--- src/rtl/spike_mask_pkg.sv ---
// spike_mask shared definitions: counter sizing, parameter limits, state enum.
// Imported by spike_mask and spike_mask_tick_gen.
package spike_mask_pkg;

    localparam int P_CLK_NOM_MIN   = 1;
    localparam int P_CLK_NOM_MAX   = 255;
    localparam int P_SPIKE_NOM_MIN = 1;
    localparam int P_SPIKE_NOM_MAX = 32;

    typedef enum logic {
        IDLE   = 1'b0,
        ACTIVE = 1'b1
    } state_e;

    // Bits needed to hold values 0..v-1 (minimum 1).
    function automatic int clog2(input int v);
        int r;
        r = 1;
        for (int i = 1; i < 32; i++) begin
            if ((1 << i) < v) r = i + 1;
        end
        return r;
    endfunction

endpackage

--- src/rtl/spike_mask_tick_gen.sv ---
// Level-2 timebase tick generator: 2-flop synchronizer and rising-edge detect.
// Emits a one-cycle o_tick; a level already high out of reset gives no tick.
module spike_mask_tick_gen
    import spike_mask_pkg::*;
(
    input  logic i_clk,
    input  logic i_rst_n,
    input  logic i_lvl,
    output logic o_tick
);

    logic       sync1_q;
    logic       sync2_q;
    logic       prev_q;
    logic [2:0] fill_q;

    // Synchronizer, edge history and a fill marker so that prev_q only
    // counts once it holds a genuine sample rather than its reset value.
    always_ff @(posedge i_clk or negedge i_rst_n) begin
        if (!i_rst_n) begin
            sync1_q <= 1'b0;
            sync2_q <= 1'b0;
            prev_q  <= 1'b0;
            fill_q  <= '0;
        end else begin
            sync1_q <= i_lvl;
            sync2_q <= sync1_q;
            prev_q  <= sync2_q;
            fill_q  <= {fill_q[1:0], 1'b1};
        end
    end

    assign o_tick = sync2_q & ~prev_q & fill_q[2];

endmodule

--- src/rtl/spike_mask.sv ---
// spike_mask: retriggerable activity window driven by spike lines and a level-2 tick.
// Optional SPIKE_MASK_LATCH_EN adds o_spike_mask, a sticky per-line record of the window.
module spike_mask
    import spike_mask_pkg::*;
#(
    parameter int p_clk_nom   = 5,
    parameter int p_spike_nom = 4
) (
    input  logic                   i_clk_tst,
    input  logic                   i_rst_n,
    input  logic                   i_clk_lvl_2,
    input  logic [p_spike_nom-1:0] i_spike_in,
`ifdef SPIKE_MASK_LATCH_EN
    output logic [p_spike_nom-1:0] o_spike_mask,
`endif
    output logic                   o_active
);

    localparam int            CW     = clog2(p_clk_nom + 1);
    localparam logic [CW-1:0] RELOAD = CW'(p_clk_nom);
    localparam logic [CW-1:0] ONE    = CW'(1);

    state_e        state_q;
    state_e        state_d;
    logic [CW-1:0] cnt_q;
    logic [CW-1:0] cnt_d;
    logic          tick;
    logic          spike_ev;
    logic          expire;

    spike_mask_tick_gen u_tick (
        .i_clk   (i_clk_tst),
        .i_rst_n (i_rst_n),
        .i_lvl   (i_clk_lvl_2),
        .o_tick  (tick)
    );

    assign spike_ev = |i_spike_in;
    assign expire   = tick && (cnt_q == ONE);

    // State and hold counter registers.
    always_ff @(posedge i_clk_tst or negedge i_rst_n) begin
        if (!i_rst_n) begin
            state_q <= IDLE;
            cnt_q   <= '0;
        end else begin
            state_q <= state_d;
            cnt_q   <= cnt_d;
        end
    end

    // Next state: a spike reloads (beats a tick), a tick counts down to IDLE.
    always_comb begin
        state_d = state_q;
        cnt_d   = cnt_q;
        if (spike_ev) begin
            cnt_d   = RELOAD;
            state_d = ACTIVE;
        end else if (tick && (cnt_q != '0)) begin
            cnt_d = cnt_q - ONE;
            if (cnt_q == ONE) begin
                state_d = IDLE;
            end
        end
    end

    assign o_active = (state_q == ACTIVE);

`ifdef SPIKE_MASK_LATCH_EN
    logic [p_spike_nom-1:0] mask_q;
    logic [p_spike_nom-1:0] mask_d;

    // Sticky per-line mask register.
    always_ff @(posedge i_clk_tst or negedge i_rst_n) begin
        if (!i_rst_n) begin
            mask_q <= '0;
        end else begin
            mask_q <= mask_d;
        end
    end

    // Accumulate while active; a spike on the expiry edge starts a fresh mask.
    always_comb begin
        mask_d = mask_q;
        if (spike_ev) begin
            if (expire || (state_q == IDLE)) begin
                mask_d = i_spike_in;
            end else begin
                mask_d = mask_q | i_spike_in;
            end
        end else if (expire) begin
            mask_d = '0;
        end
    end

    assign o_spike_mask = mask_q;
`endif

endmodule

--- config.mk ---
export PLATFORM = sky130hd
export DESIGN_NAME = spike_mask
export DESIGN_NICKNAME = d
export VERILOG_FILES = /design/src/rtl/spike_mask_pkg.sv /design/src/rtl/spike_mask_tick_gen.sv /design/src/rtl/spike_mask.sv
export SDC_FILE = /design/constraint.sdc
export NUM_CORES = 1
export LEC_CHECK = 0
export ABC_AREA = 1
export CORE_MARGIN = 4
export CORE_UTILIZATION = 60
export CTS_CLUSTER_DIAMETER = 30
export DETAILED_ROUTE_END_ITERATION = 6
export PLACE_DENSITY = 0.87
export SLEW_MARGIN = 20
export SYNTH_ARGS = -nofsm -noshare
export SYNTH_HDL_FRONTEND = slang
export SYNTH_SLANG_ARGS = --single-unit
--- constraint.sdc ---
create_clock -name i_clk_tst -period 2.2 [get_ports i_clk_tst]
set_clock_uncertainty 0.1 [all_clocks]
set_input_delay 0.33 -clock i_clk_tst [delete_from_list [all_inputs] [get_ports i_clk_tst]]
set_output_delay 0.33 -clock i_clk_tst [all_outputs]
set_load 0.005 [all_outputs]
==> flow_summary.json, run 1 <==
{
  "fin_util_pct": 74.64,
  "cts_sinks": 39,
  "reg2regPathDepth": 10,
  "insertion_delay_ns": 0.30,
  "synth_top_family_by_area": "simple AND/OR/NAND/NOR gates",
  "synth_compound_area_share_pct": 4.141,
  "hpwlAfterDp_um": 4728,
  "crit_fanout": 29,
  "synth-simple-area-share_pct": 47.03,
  "die_w_um": 71.87,
  "p_leak_uw": 0.001678,
  "rsz0062_at_grt": "no",
  "ant_nets": 0,
  "final_common_cell": "nand2_1",
  "start_util_pct": 64.43,
  "mostFrequentLayoutCells": "136 x nand2_1, 65 x nor2_1, 39 x dfrtp_1",
  "placed_cell_area_um2": 2731,
  "routedWlPerCell_um": 14.25,
  "fin_crit_sh_pct": 91.90,
  "core_um2": 3799,
  "drcViolationCount": 0,
  "hold_viol_final": 0,
  "worst_slew_pin_slew_ns": 0.6982,
  "ys_seq_area_share_pct": 39.88,
  "grt_overflow": 0,
  "clock_path_buffers": 2,
  "grt_pass1_wl_um": 11040,
  "slew-limit-headroom_pct": 53.34,
  "fin_nets": 407,
  "slew_viol_final": 0,
  "end_kind": "flip-flop",
  "crit_type": "flip-flop to flip-flop",
  "cp-start-kind": "flip-flop",
  "fill_cells": 301,
  "ff2ff_setup_slack_ns": 0.18,
  "post_cts_buffers": 0,
  "synth_area_um2": 2447,
  "hold_depth": 0,
  "hp-start": "u_tick.sync1_q$_DFF_PN0_",
  "die_area_um2": 5165,
  "cts_tree": "built",
  "worstPathRequired_ns": 2.33,
  "yosys_warnings": 0,
  "die_y_um": 71.87,
  "rr_startpoint": "cnt_q[15]$_DFFE_PN0P_",
  "cts-buffers-inserted": 5,
  "synth_nets": 373,
  "grt_usage_pct": 27.04,
  "syn_inst": 364,
  "layout-drive-gt1-share_pct": 12.06,
  "grt_pass1_vias": 2457,
  "hp-class": "flip-flop to flip-flop",
  "path_clk_slew_ns": 0.08,
  "dr.pass1.iters": 5,
  "wirelength_um": 6356,
  "synth-xor-area-share_pct": 1.074,
  "fin_crit_ns": 2.022,
  "syn2layout_area_growth_pct": 15.85,
  "setup_violations": 0,
  "std_cell_rows": 22,
  "synth_fa_ha_area_share_pct": 1.022,
  "worst_ep_arrival_time_ns": 2.15,
  "ctsHtreeMaxLevel": 2,
  "cts_root_buf": "clkbuf_8",
  "rr_endpoint": "cnt_q[19]$_DFFE_PN0P_",
  "muxShareOfSynthArea_pct": 0,
  "maxCapViolCount": 0,
  "synth_area_per_cell_um2": 6.723,
  "ioPinCount": 8,
  "viasPerCell": 5.659,
  "vias": 2524,
  "insertedDiodeCount": 0,
  "grt_max_degree": 31,
  "worst_hold_path.endpoint": "u_tick.sync2_q$_DFF_PN0_",
  "ys_ff_latch": 39,
  "peakVddDrop_mv": 0.3447,
  "synth_cell_types": 25,
  "fin_area_um2": 2835,
  "drtIter0Drc": 273,
  "gp_congestion": 0.9211,
  "p_per_area_nw_per_um2": 454.4,
  "antenna_found_initial": 0,
  "io_buffers": 7,
  "fmaxAchievable_ghz": 0.4946,
  "status": "completed"
}
==> stage by stage <==
stage | setup slack, ns | TNS, ns | hold WS [ns] | cells | total power, µW
finish | 0.1782 | 0 | 0.2507 | 446 | 1288
CTS | 0.1395 | 0 | 0.2524 | 446 | 1288
global route | 0.05068 | 0 | 0.2638 | 446 | 1326
global placement | -0.02790 | -0.1769 | 0.1585 | 438 | 794.5
floorplan | 0.3537 | 0 | -0.06559 | 364 | 763.7
detailed placement | -0.07597 | -0.6280 | 0.1653 | 438 | 796.7
==> kinds of logic (layout without fill, tap and decap cells) <==
| family | count (synthesis) | after routing |
|---|---|---|
| simple gates | 266 | 266 |
| other cells | 1 | 1 |
| flops | 39 | 39 |
| fa+ha+maj | 2 | 2 |
| compound gates | 15 | 15 |
| xor+xnor | 3 | 3 |
| buf+inv | 38 | 72 |
==> area by class of cell <==
type | instances | area [µm²] | area share (%)
clock inverters | 1 | 5.005 | 0.1765
repair buffers | 36 | 285.3 | 10.06
multi-input cells | 287 | 1315 | 46.38
well taps | 48 | 60.06 | 2.118
clock buffers | 6 | 82.58 | 2.913
inverters | 29 | 111.4 | 3.928
flip-flops and latches | 39 | 975.9 | 34.42
==> sequential cells by signal, summed over array words and instances (netlist names) <==
| name | cells |
|---|---|
| u_tick.sync2_q | 1 |
| u_tick.sync1_q | 1 |
| u_tick.prev_q | 1 |
| o_active | 1 |
| u_tick.fill_q | 3 |
| cnt_q | 32 |
==> timing repair <==
item	in CTS	in global routing
setup endpoints to repair	30	1
hold buffers	1	0
endpoints found under the hold margin	15	0
gates resized for setup	1	1
==> power breakdown <==
group / leakage [µW] / internal (µW) / switching (µW)
clock network: 0.0000470 / 246 / 258
registers: 0.000516 / 722 / 2.74
logic: 0.00111 / 20.1 / 39.1
total: 0.00168 / 989 / 300
==> worst max-delay path, cell delays in order, from the launching register on <==
cell and delay [ns]:
dfrtp_1 0.40, nor2_1 0.19, nand2_1 0.14, nor2_4 0.20
nand2_2 0.07, buf_4 0.14, o21bai_4 0.18, nand2_4 0.09
inv_4 0.25, nand2_1 0.10, nand2_1 0.08
==> worst max-delay path by stage <==
stage	start	endpoint
after detailed placement	cnt_q[0]$_DFFE_PN0P_	cnt_q[17]$_DFFE_PN0P_
after global placement	cnt_q[0]$_DFFE_PN0P_	cnt_q[23]$_DFFE_PN0P_
after CTS	cnt_q[15]$_DFFE_PN0P_	cnt_q[19]$_DFFE_PN0P_
after global routing	cnt_q[9]$_DFFE_PN0P_	cnt_q[27]$_DFFE_PN0P_
final	cnt_q[15]$_DFFE_PN0P_	cnt_q[19]$_DFFE_PN0P_
after floorplan	cnt_q[0]$_DFFE_PN0P_	cnt_q[16]$_DFFE_PN0P_
==> synth_stat cells <==
library cell | instances | share of area, %
conb_1 | 1 | 0.15
xor2_1 | 3 | 1.1
nand2_1 | 136 | 21
nor2_4 | 2 | 0.92
buf_1 | 2 | 0.31
nor2_1 | 66 | 10
clkbuf_1 | 4 | 0.61
nand3b_1 | 1 | 0.31
or2_2 | 2 | 0.51
nand2_2 | 3 | 0.77
dfrtp_1 | 39 | 40
buf_2 | 1 | 0.20
buf_8 | 1 | 0.61
a21o_1 | 1 | 0.31
o21ai_0 | 9 | 1.8
ha_1 | 2 | 1.0
clkinv_2 | 1 | 0.20
o21bai_1 | 4 | 1.2
o21bai_4 | 1 | 0.77
nor2_2 | 1 | 0.26
buf_6 | 1 | 0.46
nand4_1 | 35 | 8.9
nand2_4 | 1 | 0.46
nand3_1 | 19 | 3.9
inv_1 | 28 | 4.3
==> per-layer routing <==
layer	GRT usage [%]	vias up	share of wire, %
met4	11.90	0	3.3
li1	-	1234	-
met5	0	-	0
met3	6.732	23	6.9
met1	32.45	1155	41
met2	45.71	112	49
(Power assumes the default switching activity.)
==> run 2: changes to the inputs <==
--- a/config.mk
+++ b/config.mk
@@ -11,6 +11,7 @@
 export CTS_CLUSTER_DIAMETER = 30
 export DETAILED_ROUTE_END_ITERATION = 6
 export PLACE_DENSITY = 0.87
+export REMOVE_ABC_BUFFERS = 1
 export SLEW_MARGIN = 20
 export SYNTH_ARGS = -nofsm -noshare
 export SYNTH_HDL_FRONTEND = slang
==> run 2 against run 1 <==
Net effect:
- design area fell by 1.7%
- combinational power barely moved
- critical path depth did not move
- sequential share of layout area rose by 0.60 points
- count of clock-buffer cells in the layout fell by 1
- hold slack improved by 0.0011 ns
- final cell count fell by 1.3%
- die area did not move
- critical path type unchanged
- via count fell by 2.4%
- register-to-register slack got worse by 0.03 ns
==> flow_summary.json, run 2 (synthesis gave the netlist of run 1 again) <==
{
  "status": "completed",
  "ff2ff_setup_slack_ns": 0.15,
  "gp_congestion": 0.9551,
  "rr_startpoint": "cnt_q[13]$_DFFE_PN0P_",
  "grt_max_degree": 31,
  "ant_nets": 0,
  "place_ws_ns": -0.06958,
  "crit_type": "flip-flop to flip-flop",
  "vias": 2464,
  "slew_viol_final": 0,
  "hold_depth": 0,
  "layout-drive-gt1-share_pct": 10.97,
  "setup_slack_ns": 0.1470,
  "wirelength_um": 6003,
  "routedWlPerCell_um": 13.64,
  "final_common_cell": "nand2_1",
  "grt_pass1_wl_um": 10660,
  "maxCapViolCount": 0,
  "fin_crit_ns": 2.053,
  "max_stage_delay_ns": 0.44,
  "p_leak_uw": 0.001635,
  "slowest_stage": "dfrtp_1",
  "worst_hold_path.endpoint": "u_tick.sync2_q$_DFF_PN0_",
  "hp-start": "u_tick.sync1_q$_DFF_PN0_",
  "grt_overflow": 0,
  "top_register": "cnt_q",
  "slew-limit-headroom_pct": 54.15,
  "clock_path_buffers": 2,
  "end_kind": "flip-flop",
  "p_per_area_nw_per_um2": 453.9,
  "insertedDiodeCount": 0,
  "viasPerCell": 5.600,
  "multiInputGateArea_um2": 1318,
  "reg2regPathDepth": 10,
  "hp-class": "flip-flop to flip-flop",
  "fmaxAchievable_ghz": 0.4871,
  "fin_nets": 400,
  "cts_sinks": 39,
  "hpwlAfterDp_um": 4508,
  "die_y_um": 71.87,
  "crit_family": "simple AND/OR/NAND/NOR gates",
  "whs_ns": 0.2518,
  "ctsHtreeMaxLevel": 2,
  "antenna_found_initial": 0,
  "std_cell_rows": 22,
  "grt_usage_pct": 26.10,
  "largest_reg_flops": 32,
  "start_util_pct": 64.43,
  "core_um2": 3799,
  "worst_ep_arrival_time_ns": 2.18,
  "largest_registers": "cnt_q x32, u_tick.fill_q x3",
  "critPathMostFrequentCell": "nand2_1",
  "io_buffers": 7,
  "drtIter0Drc": 283,
  "die_area_um2": 5165,
  "peakVddDrop_mv": 0.2439,
  "cp_cell_sequence": "nor2_1 > nand2_1 > nor2_4 > nand2_2 > buf_4 > o21bai_4 > nand2_4 > inv_4 > nand2_1 > nand2_1",
  "post_cts_buffers": 0,
  "hold_viol_final": 0,
  "syn2layout_area_growth_pct": 13.85,
  "ioPinCount": 8,
  "cp-start-kind": "flip-flop",
  "cts-buffers-inserted": 5,
  "rr_endpoint": "cnt_q[18]$_DFFE_PN0P_",
  "die_w_um": 71.87,
  "ff_latch_area_um2": 975.9,
  "drcViolationCount": 0,
  "stdcell_count": 440,
  "mostFrequentLayoutCells": "136 x nand2_1, 64 x nor2_1, 39 x dfrtp_1",
  "crit_fanout": 29,
  "worstPathRequired_ns": 2.33,
  "placed_cells": 431,
  "cts_root_buf": "clkbuf_8",
  "path_clk_slew_ns": 0.08,
  "fin_crit_sh_pct": 93.32,
  "cts_tree": "built",
  "dr.pass1.iters": 5,
  "insertion_delay_ns": 0.30,
  "worst_slew_pin_slew_ns": 0.6861,
  "fin_tns_setup_ns": 0,
  "rsz0062_at_grt": "no",
  "power_uw": 1265,
  "setup_violations": 0,
  "fill_cells": 286,
  "critPathBufInv": 2,
  "grt_pass1_vias": 2381
}
## run 2: what timing repair did
item                                    in CTS  in global routing
resized for setup                            1                  2
endpoints found under the hold margin       26                  0
endpoints found under the setup margin      30                 29
hold buffers                                 1                  0
## run 2: area by class of cell
| type | instances | share of cell area [%] |
|---|---|---|
| sequential | 39 | 35.02 |
| timing repair buffer | 29 | 8.352 |
| clock buffer | 5 | 2.470 |
| tap | 48 | 2.155 |
| clock inverter | 3 | 0.7185 |
| multi-input combinational | 287 | 47.28 |
| inverter | 29 | 3.996 |
## run 2: worst max path at each step
stage,startpoint,to,depth (start not counted)
after CTS,cnt_q[9]$_DFFE_PN0P_,cnt_q[18]$_DFFE_PN0P_,10
after detailed placement,cnt_q[0]$_DFFE_PN0P_,cnt_q[22]$_DFFE_PN0P_,9
after global routing,cnt_q[9]$_DFFE_PN0P_,cnt_q[17]$_DFFE_PN0P_,10
final,cnt_q[13]$_DFFE_PN0P_,cnt_q[18]$_DFFE_PN0P_,10
after floorplan,cnt_q[0]$_DFFE_PN0P_,cnt_q[10]$_DFFE_PN0P_,9
after global placement,cnt_q[0]$_DFFE_PN0P_,cnt_q[30]$_DFFE_PN0P_,9
## run 2: stage by stage
step / utilization, % / cell area [µm²]
global route: 73.35 / 2786
finish: 73.35 / 2786
floorplan: - / 2394
CTS: 73.25 / 2783
detailed placement: 70.52 / 2679
global placement: 70.52 / 2679
## run 2: where the power goes
group          internal [µW]  total, µW  switching (µW)
clock                    220        481             260
sequential               722        725            2.62
combinational           20.0       59.0            39.0
total                    963       1260             302
## run 2: metal layers
| layer | wire length (µm) | track usage [%] | up-vias | share of wire (%) |
|---|---|---|---|---|
| met5 | 0 | 0 | - | 0 |
| met4 | 150 | 10.44 | 0 | 2.5 |
| met3 | 425 | 4.909 | 21 | 7.1 |
| met2 | 2788 | 41.02 | 82 | 46 |
| met1 | 2639 | 35.46 | 1138 | 44 |
| li1 | - | - | 1223 | - |
## run 2: worst register-to-register path, stage by stage (launching register included)
cell and delay (ns):
dfrtp_1 0.44, nor2_1 0.18, nand2_1 0.13, nor2_4 0.19, nand2_2 0.07, buf_4 0.14
o21bai_4 0.17, nand2_4 0.09, inv_4 0.25, nand2_1 0.14, nand2_1 0.09
